[src/rtl/decode_stage_if.sv]
// Fetch-side, execute-side and register-file signals of the decode stage.
// The decode stage connects through the slave modport; its environment uses master.
interface decode_stage_if #(
   parameter int PC_W   = 32,
   parameter int DATA_W = 32,
   parameter int REG_W  = 5
);
   logic              in_valid;
   logic              in_ready;
   logic [31:0]       in_instr;
   logic [PC_W-1:0]   in_pc_plus_4;
   logic              flush;
   logic [REG_W-1:0]  rs_addr;
   logic [REG_W-1:0]  rt_addr;
   logic [DATA_W-1:0] rd1;
   logic [DATA_W-1:0] rd2;
   logic              out_valid;
   logic              out_ready;
   logic [DATA_W-1:0] out_rd1;
   logic [DATA_W-1:0] out_rd2;
   logic [REG_W-1:0]  out_rs;
   logic [REG_W-1:0]  out_rt;
   logic [REG_W-1:0]  out_rd;
   logic [DATA_W-1:0] out_imm;
   logic [PC_W-1:0]   out_pc_plus_4;
   logic [PC_W-1:0]   out_jump_target;
   logic              out_reg_write;
   logic              out_mem_to_reg;
   logic              out_mem_write;
   logic              out_alu_src;
   logic              out_reg_dst;
   logic              out_branch;
   logic              out_branch_ne;
   logic              out_jump;
   logic [5:0]        out_alu_op;
   logic              out_illegal;
   logic              stall_req;

   modport slave (
      input  in_valid, in_instr, in_pc_plus_4, flush, rd1, rd2, out_ready,
      output in_ready, rs_addr, rt_addr, out_valid, out_rd1, out_rd2,
             out_rs, out_rt, out_rd, out_imm, out_pc_plus_4, out_jump_target,
             out_reg_write, out_mem_to_reg, out_mem_write, out_alu_src,
             out_reg_dst, out_branch, out_branch_ne, out_jump, out_alu_op,
             out_illegal, stall_req
   );

   modport master (
      output in_valid, in_instr, in_pc_plus_4, flush, rd1, rd2, out_ready,
      input  in_ready, rs_addr, rt_addr, out_valid, out_rd1, out_rd2,
             out_rs, out_rt, out_rd, out_imm, out_pc_plus_4, out_jump_target,
             out_reg_write, out_mem_to_reg, out_mem_write, out_alu_src,
             out_reg_dst, out_branch, out_branch_ne, out_jump, out_alu_op,
             out_illegal, stall_req
   );
endinterface

[src/rtl/decode_stage.sv]
// MIPS decode stage owning the F/D register, with flush, illegal-opcode flag and
// an optional load-use interlock enabled by the DECODE_LOAD_USE_INTERLOCK_EN macro.
module decode_stage #(
   parameter int PC_W   = 32,
   parameter int DATA_W = 32,
   parameter int REG_W  = 5
) (
   input logic           clk,
   input logic           reset,
   decode_stage_if.slave bus
);
   localparam logic [5:0] OP_R     = 6'h00;
   localparam logic [5:0] OP_J     = 6'h02;
   localparam logic [5:0] OP_BEQ   = 6'h04;
   localparam logic [5:0] OP_BNE   = 6'h05;
   localparam logic [5:0] OP_ADDI  = 6'h08;
   localparam logic [5:0] OP_ADDIU = 6'h09;
   localparam logic [5:0] OP_ANDI  = 6'h0C;
   localparam logic [5:0] OP_ORI   = 6'h0D;
   localparam logic [5:0] OP_LUI   = 6'h0F;
   localparam logic [5:0] OP_LW    = 6'h23;
   localparam logic [5:0] OP_SW    = 6'h2B;

   logic              d_valid_q, d_valid_d;
   logic [31:0]       instr_q, instr_d;
   logic [PC_W-1:0]   pc_q, pc_d;

   logic [5:0]        opcode_s;
   logic [5:0]        funct_s;
   logic [15:0]       imm16_s;
   logic [REG_W-1:0]  rs_s, rt_s, rd_s;
   logic [DATA_W-1:0] imm_s;
   logic              reg_write_s, mem_to_reg_s, mem_write_s, alu_src_s;
   logic              reg_dst_s, branch_s, branch_ne_s, jump_s, illegal_s;
   logic              hazard_s, out_valid_s, out_fire_s, in_ready_s;

   assign opcode_s = instr_q[31:26];
   assign funct_s  = instr_q[5:0];
   assign imm16_s  = instr_q[15:0];
   assign rs_s     = REG_W'(instr_q[25:21]);
   assign rt_s     = REG_W'(instr_q[20:16]);
   assign rd_s     = REG_W'(instr_q[15:11]);

   // Raw control and immediate decode of the held instruction.
   always_comb begin
      reg_write_s  = 1'b0;
      mem_to_reg_s = 1'b0;
      mem_write_s  = 1'b0;
      alu_src_s    = 1'b0;
      reg_dst_s    = 1'b0;
      branch_s     = 1'b0;
      branch_ne_s  = 1'b0;
      jump_s       = 1'b0;
      illegal_s    = 1'b0;
      imm_s        = DATA_W'($signed(imm16_s));
      case (opcode_s)
         OP_R: begin
            reg_dst_s   = 1'b1;
            reg_write_s = (instr_q != 32'h0000_0000);
         end
         OP_J:   jump_s = 1'b1;
         OP_BEQ: branch_s = 1'b1;
         OP_BNE: begin
            branch_s    = 1'b1;
            branch_ne_s = 1'b1;
         end
         OP_ADDI, OP_ADDIU: begin
            reg_write_s = 1'b1;
            alu_src_s   = 1'b1;
         end
         OP_ANDI, OP_ORI: begin
            reg_write_s = 1'b1;
            alu_src_s   = 1'b1;
            imm_s       = DATA_W'(imm16_s);
         end
         OP_LUI: begin
            reg_write_s = 1'b1;
            alu_src_s   = 1'b1;
            imm_s       = DATA_W'({imm16_s, 16'h0000});
         end
         OP_LW: begin
            reg_write_s  = 1'b1;
            alu_src_s    = 1'b1;
            mem_to_reg_s = 1'b1;
         end
         OP_SW: begin
            alu_src_s   = 1'b1;
            mem_write_s = 1'b1;
         end
         default: illegal_s = 1'b1;
      endcase
   end

`ifdef DECODE_LOAD_USE_INTERLOCK_EN
   // Tracks a load that has moved into execute so a dependent consumer waits one cycle.
   logic             lw_e_valid_q, lw_e_valid_d;
   logic [REG_W-1:0] lw_e_rt_q, lw_e_rt_d;
   logic             uses_rt_s;

   assign uses_rt_s = (opcode_s == OP_R) || (opcode_s == OP_BEQ) ||
                      (opcode_s == OP_BNE) || (opcode_s == OP_SW);
   assign hazard_s  = d_valid_q && lw_e_valid_q &&
                      ((rs_s == lw_e_rt_q) || (uses_rt_s && (rt_s == lw_e_rt_q)));

   // Execute-stage load tracker advances only when execute advances.
   always_comb begin
      lw_e_valid_d = lw_e_valid_q;
      lw_e_rt_d    = lw_e_rt_q;
      if (bus.out_ready) begin
         lw_e_valid_d = out_fire_s && (opcode_s == OP_LW) && (rt_s != '0);
         lw_e_rt_d    = rt_s;
      end else begin
         lw_e_valid_d = lw_e_valid_q;
         lw_e_rt_d    = lw_e_rt_q;
      end
   end

   // Tracker register.
   always_ff @(posedge clk or posedge reset) begin
      if (reset) begin
         lw_e_valid_q <= 1'b0;
         lw_e_rt_q    <= '0;
      end else begin
         lw_e_valid_q <= lw_e_valid_d;
         lw_e_rt_q    <= lw_e_rt_d;
      end
   end
`else
   assign hazard_s = 1'b0;
`endif

   assign out_valid_s = d_valid_q && !hazard_s;
   assign out_fire_s  = out_valid_s && bus.out_ready;
   assign in_ready_s  = !bus.flush && (!d_valid_q || out_fire_s);

   // F/D register next state: flush beats capture, capture beats drain.
   always_comb begin
      d_valid_d = d_valid_q;
      instr_d   = instr_q;
      pc_d      = pc_q;
      if (bus.flush) begin
         d_valid_d = 1'b0;
      end else if (bus.in_valid && in_ready_s) begin
         d_valid_d = 1'b1;
         instr_d   = bus.in_instr;
         pc_d      = bus.in_pc_plus_4;
      end else if (out_fire_s) begin
         d_valid_d = 1'b0;
      end else begin
         d_valid_d = d_valid_q;
      end
   end

   // F/D register.
   always_ff @(posedge clk or posedge reset) begin
      if (reset) begin
         d_valid_q <= 1'b0;
         instr_q   <= 32'h0000_0000;
         pc_q      <= '0;
      end else begin
         d_valid_q <= d_valid_d;
         instr_q   <= instr_d;
         pc_q      <= pc_d;
      end
   end

   assign bus.in_ready        = in_ready_s;
   assign bus.rs_addr         = rs_s;
   assign bus.rt_addr         = rt_s;
   assign bus.out_valid       = out_valid_s;
   assign bus.stall_req       = hazard_s;
   assign bus.out_rd1         = bus.rd1;
   assign bus.out_rd2         = bus.rd2;
   assign bus.out_rs          = rs_s;
   assign bus.out_rt          = rt_s;
   assign bus.out_rd          = rd_s;
   assign bus.out_imm         = imm_s;
   assign bus.out_pc_plus_4   = pc_q;
   assign bus.out_jump_target = {pc_q[PC_W-1:28], instr_q[25:0], 2'b00};
   assign bus.out_alu_op      = (opcode_s == OP_R) ? funct_s : opcode_s;
   // Controls are qualified by d_valid; fields and alu_op stay raw.
   assign bus.out_reg_write   = d_valid_q && reg_write_s;
   assign bus.out_mem_to_reg  = d_valid_q && mem_to_reg_s;
   assign bus.out_mem_write   = d_valid_q && mem_write_s;
   assign bus.out_alu_src     = d_valid_q && alu_src_s;
   assign bus.out_reg_dst     = d_valid_q && reg_dst_s;
   assign bus.out_branch      = d_valid_q && branch_s;
   assign bus.out_branch_ne   = d_valid_q && branch_ne_s;
   assign bus.out_jump        = d_valid_q && jump_s;
   assign bus.out_illegal     = d_valid_q && illegal_s;
endmodule

[src/flat_wrapper.sv]
// flat-port wrapper written by rule: the top's interface ports become plain ports
module decode_stage_flat 
#(
   parameter int PC_W   = 32,
   parameter int DATA_W = 32,
   parameter int REG_W  = 5
)
  (clk, reset, bus_in_valid, bus_in_instr, bus_in_pc_plus_4, bus_flush, bus_rd1, bus_rd2, bus_out_ready, bus_in_ready, bus_rs_addr, bus_rt_addr, bus_out_valid, bus_out_rd1, bus_out_rd2, bus_out_rs, bus_out_rt, bus_out_rd, bus_out_imm, bus_out_pc_plus_4, bus_out_jump_target, bus_out_reg_write, bus_out_mem_to_reg, bus_out_mem_write, bus_out_alu_src, bus_out_reg_dst, bus_out_branch, bus_out_branch_ne, bus_out_jump, bus_out_alu_op, bus_out_illegal, bus_stall_req);
  decode_stage_if #(.PC_W(PC_W), .DATA_W(DATA_W), .REG_W(REG_W)) bus_i ();
  input logic clk;
  input logic reset;
  input wire logic [$bits(bus_i.in_valid)-1:0] bus_in_valid;
  input wire logic [$bits(bus_i.in_instr)-1:0] bus_in_instr;
  input wire logic [$bits(bus_i.in_pc_plus_4)-1:0] bus_in_pc_plus_4;
  input wire logic [$bits(bus_i.flush)-1:0] bus_flush;
  input wire logic [$bits(bus_i.rd1)-1:0] bus_rd1;
  input wire logic [$bits(bus_i.rd2)-1:0] bus_rd2;
  input wire logic [$bits(bus_i.out_ready)-1:0] bus_out_ready;
  output wire logic [$bits(bus_i.in_ready)-1:0] bus_in_ready;
  output wire logic [$bits(bus_i.rs_addr)-1:0] bus_rs_addr;
  output wire logic [$bits(bus_i.rt_addr)-1:0] bus_rt_addr;
  output wire logic [$bits(bus_i.out_valid)-1:0] bus_out_valid;
  output wire logic [$bits(bus_i.out_rd1)-1:0] bus_out_rd1;
  output wire logic [$bits(bus_i.out_rd2)-1:0] bus_out_rd2;
  output wire logic [$bits(bus_i.out_rs)-1:0] bus_out_rs;
  output wire logic [$bits(bus_i.out_rt)-1:0] bus_out_rt;
  output wire logic [$bits(bus_i.out_rd)-1:0] bus_out_rd;
  output wire logic [$bits(bus_i.out_imm)-1:0] bus_out_imm;
  output wire logic [$bits(bus_i.out_pc_plus_4)-1:0] bus_out_pc_plus_4;
  output wire logic [$bits(bus_i.out_jump_target)-1:0] bus_out_jump_target;
  output wire logic [$bits(bus_i.out_reg_write)-1:0] bus_out_reg_write;
  output wire logic [$bits(bus_i.out_mem_to_reg)-1:0] bus_out_mem_to_reg;
  output wire logic [$bits(bus_i.out_mem_write)-1:0] bus_out_mem_write;
  output wire logic [$bits(bus_i.out_alu_src)-1:0] bus_out_alu_src;
  output wire logic [$bits(bus_i.out_reg_dst)-1:0] bus_out_reg_dst;
  output wire logic [$bits(bus_i.out_branch)-1:0] bus_out_branch;
  output wire logic [$bits(bus_i.out_branch_ne)-1:0] bus_out_branch_ne;
  output wire logic [$bits(bus_i.out_jump)-1:0] bus_out_jump;
  output wire logic [$bits(bus_i.out_alu_op)-1:0] bus_out_alu_op;
  output wire logic [$bits(bus_i.out_illegal)-1:0] bus_out_illegal;
  output wire logic [$bits(bus_i.stall_req)-1:0] bus_stall_req;
  assign bus_i.in_valid = bus_in_valid;
  assign bus_i.in_instr = bus_in_instr;
  assign bus_i.in_pc_plus_4 = bus_in_pc_plus_4;
  assign bus_i.flush = bus_flush;
  assign bus_i.rd1 = bus_rd1;
  assign bus_i.rd2 = bus_rd2;
  assign bus_i.out_ready = bus_out_ready;
  assign bus_in_ready = bus_i.in_ready;
  assign bus_rs_addr = bus_i.rs_addr;
  assign bus_rt_addr = bus_i.rt_addr;
  assign bus_out_valid = bus_i.out_valid;
  assign bus_out_rd1 = bus_i.out_rd1;
  assign bus_out_rd2 = bus_i.out_rd2;
  assign bus_out_rs = bus_i.out_rs;
  assign bus_out_rt = bus_i.out_rt;
  assign bus_out_rd = bus_i.out_rd;
  assign bus_out_imm = bus_i.out_imm;
  assign bus_out_pc_plus_4 = bus_i.out_pc_plus_4;
  assign bus_out_jump_target = bus_i.out_jump_target;
  assign bus_out_reg_write = bus_i.out_reg_write;
  assign bus_out_mem_to_reg = bus_i.out_mem_to_reg;
  assign bus_out_mem_write = bus_i.out_mem_write;
  assign bus_out_alu_src = bus_i.out_alu_src;
  assign bus_out_reg_dst = bus_i.out_reg_dst;
  assign bus_out_branch = bus_i.out_branch;
  assign bus_out_branch_ne = bus_i.out_branch_ne;
  assign bus_out_jump = bus_i.out_jump;
  assign bus_out_alu_op = bus_i.out_alu_op;
  assign bus_out_illegal = bus_i.out_illegal;
  assign bus_stall_req = bus_i.stall_req;
  decode_stage #(.PC_W(PC_W), .DATA_W(DATA_W), .REG_W(REG_W)) u_core (.clk(clk), .reset(reset), .bus(bus_i));
endmodule
[config.mk]
export PLATFORM = sky130hd
export DESIGN_NAME = decode_stage_flat
export DESIGN_NICKNAME = d
export VERILOG_FILES = /design/src/rtl/decode_stage_if.sv /design/src/rtl/decode_stage.sv /design/src/flat_wrapper.sv
export SDC_FILE = /design/constraint.sdc
export NUM_CORES = 1
export LEC_CHECK = 0
export CELL_PAD_IN_SITES_DETAIL_PLACEMENT = 2
export CELL_PAD_IN_SITES_GLOBAL_PLACEMENT = 2
export CORE_MARGIN = 2
export CORE_UTILIZATION = 18
export DETAILED_ROUTE_END_ITERATION = 10
export PLACE_DENSITY = 0.92
export SLEW_MARGIN = 25
export SYNTH_ARGS = -nofsm -noshare
export SYNTH_HDL_FRONTEND = slang
export SYNTH_SLANG_ARGS = --single-unit
export TNS_END_PERCENT = 30
[constraint.sdc]
create_clock -name clk -period 2.5 [get_ports clk]
set_clock_uncertainty 0.2 [all_clocks]
set_input_delay 0.5 -clock clk [delete_from_list [all_inputs] [get_ports clk]]
set_output_delay 0.5 -clock clk [all_outputs]
set_load 0.05 [all_outputs]
== Word-level counts from Yosys, hierarchy flattened ==
Index checks and enable logic that the tools add are counted.

* Multipliers: 0
* Shift operators: 0
* Add/subtract/negate cells: 0
* Reduce and logical (&&, ||, !) cells: 24
* Eq/ne operators: 10
* Order comparisons: 0
* Div/mod/pow operators: 0
* Multiplexer cells: 14
* Bitwise logic cells: 1

{| class="wikitable"
|+ Operators by type and width
! cell !! count
|-
| 32-bit case mux with 2 select lines || 1
|-
| 32-bit nonzero test || 1
|-
| 6-bit by 4-bit == test with 1-bit output (second input constant) || 5
|-
| 6-bit by 3-bit == test with 1-bit output (second input constant) || 2
|-
| 6-bit == test (second input constant) || 2
|-
| 1-bit logical AND || 12
|-
| 1-bit two-way mux || 11
|-
| 11-bit OR reduction || 1
|-
| 7-bit OR reduction || 1
|-
| 6-bit by 2-bit == test with 1-bit output (second input constant) || 1
|-
| 6-bit logical NOT || 1
|-
| 6-bit two-way mux || 1
|-
| 6-bit OR reduction || 1
|-
| 2-bit OR reduction || 2
|-
| 3-bit nonzero test || 1
|-
| 1-bit logical NOT || 2
|-
| 1-bit case mux with 2 select lines || 1
|-
| 2-bit AND reduction || 1
|-
| 1-bit logical OR || 1
|-
| 1-bit NOT || 1
|}

* Bits of input ports: 133
* Output and inout bits: 203
* Bits in writable memories: 0
* Memory bits (read-only): 0
* Flip-flop bits (word level): 65
* Memories kept: 0
* Latch bits: 0

== Logic depth before layout (Yosys ltp) ==
* Depth after elaboration: 6
* Mapped depth: 6

== Worst setup path before layout ==
No wires, ideal clock.

* Kind: reg-to-output
* From: reg u_core.instr_q[27]
* To: out bus_out_illegal
* Arrival time: 2414 ps
* Buffers on the path: 1
* Cell stages (with the launch flop): 5
* Slack: -614 ps
* Path through: dfrtp_1 -> clkbuf_1 -> a211o_1 -> a21oi_1 -> nor4b_1

* Cells in the longest elaborated chain, start to end: 4

{| class="wikitable"
|+ Ends and longest elaborated chain
! element !! RTL line !! source
|-
| from (decl) || decode_stage.sv:25 || <nowiki>logic [31:0] instr_q, instr_d;</nowiki>
|-
| from (signal assigned) || decode_stage.sv:162 || <nowiki>instr_q <= instr_d;</nowiki>
|-
| 6-bit by 2-bit == test with 1-bit output (tied with other cells) || decode_stage.sv:56 || <nowiki>case (opcode_s)</nowiki>
|-
| 11-bit OR reduction (no source line) * || -- ||
|-
| 1-bit two-way mux * || decode_stage.sv:56 ||
|-
| 1-bit logical AND * || decode_stage.sv:190 || <nowiki>assign bus.out_illegal = d_valid_q && illegal_s;</nowiki>
|-
| to (decl) || flat_wrapper.sv:40 || <nowiki>output wire logic [$bits(bus_i.out_illegal)-1:0] bus_out_illegal;</nowiki>
|}

Mark *: on every way between the ends. The rest lies on a longest branch, timed or not.

== Final worst setup path ==
* From: reg u_core.instr_q[9]
* To: out bus_out_reg_write

* Cells in the longest elaborated chain, start to end: 3

{| class="wikitable"
|+ Ends and longest elaborated chain
! element !! RTL line !! source
|-
| 32-bit nonzero test || decode_stage.sv:59 || <nowiki>reg_write_s = (instr_q != 32'h0000_0000);</nowiki>
|-
| 1-bit case mux with 2 select lines || decode_stage.sv:56 ||
|-
| 1-bit logical AND || decode_stage.sv:182 || <nowiki>assign bus.out_reg_write = d_valid_q && reg_write_s;</nowiki>
|-
| to (decl) || flat_wrapper.sv:31 || <nowiki>output wire logic [$bits(bus_i.out_reg_write)-1:0] bus_out_reg_write;</nowiki>
|}

Every way passes these cells.

==> impl_metrics.toml <==
[clock_network]
clockBufferDepth = 2
cts_buffers = 9
ctsHoldBuffers = 0
clk_pin_slew_worst_paths_ns = 0.06
h-tree-depth = 3
clock_latency_ns = 0.33
clock_sink_count = 65
cts_tree = "built"
clockRootBuffer = "clkbuf_16"

[power_and_ir_drop]
p_int_w = 0.00317
p_leak_nw = 2.79
switching_power_w = 0.00255
clkPwrFrac_pct = 22.4
seqPwrFrac_pct = 25.4
pwr-share-comb_pct = 52.2
ir_drop_mv = 0.355
pwr_density_cell_nw_per_um2 = 897
swShare_pct = 44.6

[worst_setup_path]
end_kind = "output pin"
crit_required_ns = 1.80
crit_fanout = 2
slowest_delay_ns = 0.55
critPathSlowestCell = "or4_4"
start_kind = "flop"
arrival_ns = 1.95
crit_chain = "or4_4 > nor3_2 > nand4_1 > a32o_2 > buf_6"
crit_type = "reg -> out"

[die]
start_util_pct = 18.4
core_um2 = 22800
rows = 55
die_h_um = 157
io-pin-count = 336
die_w_um = 157
die_area_um2 = 24600

[yosys]
ys_warn_count = 0
synth_top_area_share_pct = 38.8
ys_top_cells_by_area = "dfrtp_1 (39%), buf_4 (22%), mux2_4 (21%)"
synth_ff_type = "dfrtp_1"
synth_edf_count = 0
avgSynthCellArea_um2 = 12.2
synth_cell_type_count = 35
ys_ff_latch = 65
yosysSeqAreaShare_pct = 38.8
syn_inst = 343
netlist_area_um2 = 4200
synth_most_common_cell = "buf_4"
synth_commonest_cells = "buf_4 (122), dfrtp_1 (65), mux2_4 (60)"
yosys.area.top_type = "dfrtp_1"
synthArstFlopShare_pct = 100

[global_routing]
grt_overflow = 0
grt_pass1_wl_mm = 20.3
antenna_found_initial = 0
grt_pass1_vias = 3288
grt.total_usage_pct = 11.1
grt_start_max_net_pins = 40

[route]
drt-total-wl_mm = 13.4
drt_iter0_markers = 96
vias_per_cell = 3.70
drc = 0
drtPass1Iterations = 3
num_vias = 2861
wl_per_cell_um = 17.4
ant_nets = 0

[timing]
final-setup-viol-count = 16
timing.final.ws_setup_ns = -0.146
post-route-min-period_ns = 2.65
hold_viol_final = 0
timing.final.crit_share_pct = 106
relSlewSlack_pct = 64.1
grt_setup_unrepaired = "true"
slew_viol_final = 0
worst_pin_slew_ns = 0.537
setup_tns_ns = -1.18
fmax_ghz = 0.378

[finish]
n_antenna_cell = 0
area_delta_synth_final_pct = 51.8
fin_cells = 773
n_fill_cell = 2442
final_nets = 589
drive_gt1_share_pct = 39.8

[place]
io_buffers = 204
post-dp-hpwl_mm = 10.5
dpl.cell_count = 754
finalWeightedCongestion = 0.712

[worst_hold_path]
hp-class = "reg -> reg"

[job]
cap_viol_max_count = 0

[status]
failed_checks = "negative setup slack"
status = "finished, violations left"
[state kept, by name (all words and copies together), names as in the netlist]
| name | cells |
|---|---|
| u_core.bus.out_valid | 1 |
| u_core.bus.out_pc_plus_4 | 32 |
| u_core.instr_q | 32 |
[path summary, 6_finish.rpt]
path	start	slack, ns	cells after the start	to
max	u_core.instr_q[9]$_DFFE_PP0P_	-0.15	5	bus_out_reg_write
min	u_core.bus.out_pc_plus_4[15]$_DFFE_PP0P_	0.30	1	u_core.bus.out_pc_plus_4[15]$_DFFE_PP0P_
max reg2reg	u_core.bus.out_valid$_DFFE_PP0P_	0.66	5	u_core.bus.out_pc_plus_4[16]$_DFFE_PP0P_
min reg2reg	u_core.bus.out_pc_plus_4[15]$_DFFE_PP0P_	0.30	1	u_core.bus.out_pc_plus_4[15]$_DFFE_PP0P_
max in group asynchronous	reset	1.27	3	u_core.instr_q[19]$_DFFE_PP0P_
min in group asynchronous	reset	0.37	3	u_core.instr_q[16]$_DFFE_PP0P_
[layout by cell type (no fill, tap or decap), types with 2 or more instances in the layout]
cell	count
a21o_1	21
and2_4	4
and3_4	3
buf_12	19
buf_4	43
buf_6	17
clkbuf_16	9
clkdlybuf4s50_1	154
clkinv_4	2
clkinvlp_4	3
conb_1	3
dfrtp_1	60
dfrtp_2	5
mux2_1	4
mux2_4	60
nand2_1	2
nor2_1	4
nor2b_1	17
nor4_1	2
nor4_4	3
nor4b_2	2
[final cells by class]
cell class                 count  area (um2)  area share, %
tap                          313         392           6.15
inverter                       2        7.51          0.118
clock inverter                 6        70.1           1.10
sequential                    65        1630           25.6
multi-input combinational    143        1580           24.9
timing repair buffer         235        2460           38.6
clock buffer                   9         225           3.54
[cells by family after synthesis]
group                  after synthesis  share of synthesized area [%]
AOI/OAI and AO/OA                   26                           4.65
buffers and inverters              137                           26.1
DFF                                 65                           38.8
muxes                               64                           22.5
other                                1                         0.0894
and+or+nand+nor                     50                           7.90
[worst max-delay path: cells and delay by family, from the launching register on]
family,cells,cell delay (ns)
buffers and inverters,1,0.15
AOI/OAI and AO/OA,1,0.28
DFF,1,0.38
and+or+nand+nor,3,0.80
[timing repair]
| action | 4_1_cts | 5_1_grt |
|---|---|---|
| pin swaps | 10 | 9 |
| buffers inserted | 11 | 3 |
| setup endpoints to repair | 41 | 44 |
| gates resized for setup | 30 | 13 |
[per-layer routing]
layer / routed length [um] / share of wire (%) / global-route usage, %
met1: 5130 / 38 / 12.1
met3: 949 / 7.1 / 3.71
met4: 272 / 2.0 / 3.76
met2: 7080 / 53 / 20.1
met5: 0 / 0 / 0
[metrics by stage]
step / util [%] / total power (W) / area [um2] / hold slack [ns] / setup slack (ns)
2_1_floorplan: - / 0.00376 / 4210 / 0.335 / -0.0808
3_3_place_gp: 25.8 / 0.00431 / 5870 / 0.270 / -0.0542
3_5_place_dp: 25.8 / 0.00437 / 5870 / 0.284 / -0.0321
4_1_cts: 27.5 / 0.00578 / 6270 / 0.301 / -0.228
5_1_grt: 28.0 / 0.00597 / 6370 / 0.332 / -0.214
6_report: 28.0 / 0.00571 / 6370 / 0.301 / -0.146
[power groups by stage]
stage / registers, W / clock network (W) / logic, W
6_report: 0.00145 / 0.00128 / 0.00298
3_5_place_dp: 0.00145 / 0 / 0.00292
2_1_floorplan: 0.00170 / 0 / 0.00205
5_1_grt: 0.00148 / 0.00139 / 0.00310
3_3_place_gp: 0.00143 / 0 / 0.00288
4_1_cts: 0.00145 / 0.00135 / 0.00298
No activity file was read; power rests on OpenSTA's default activity.
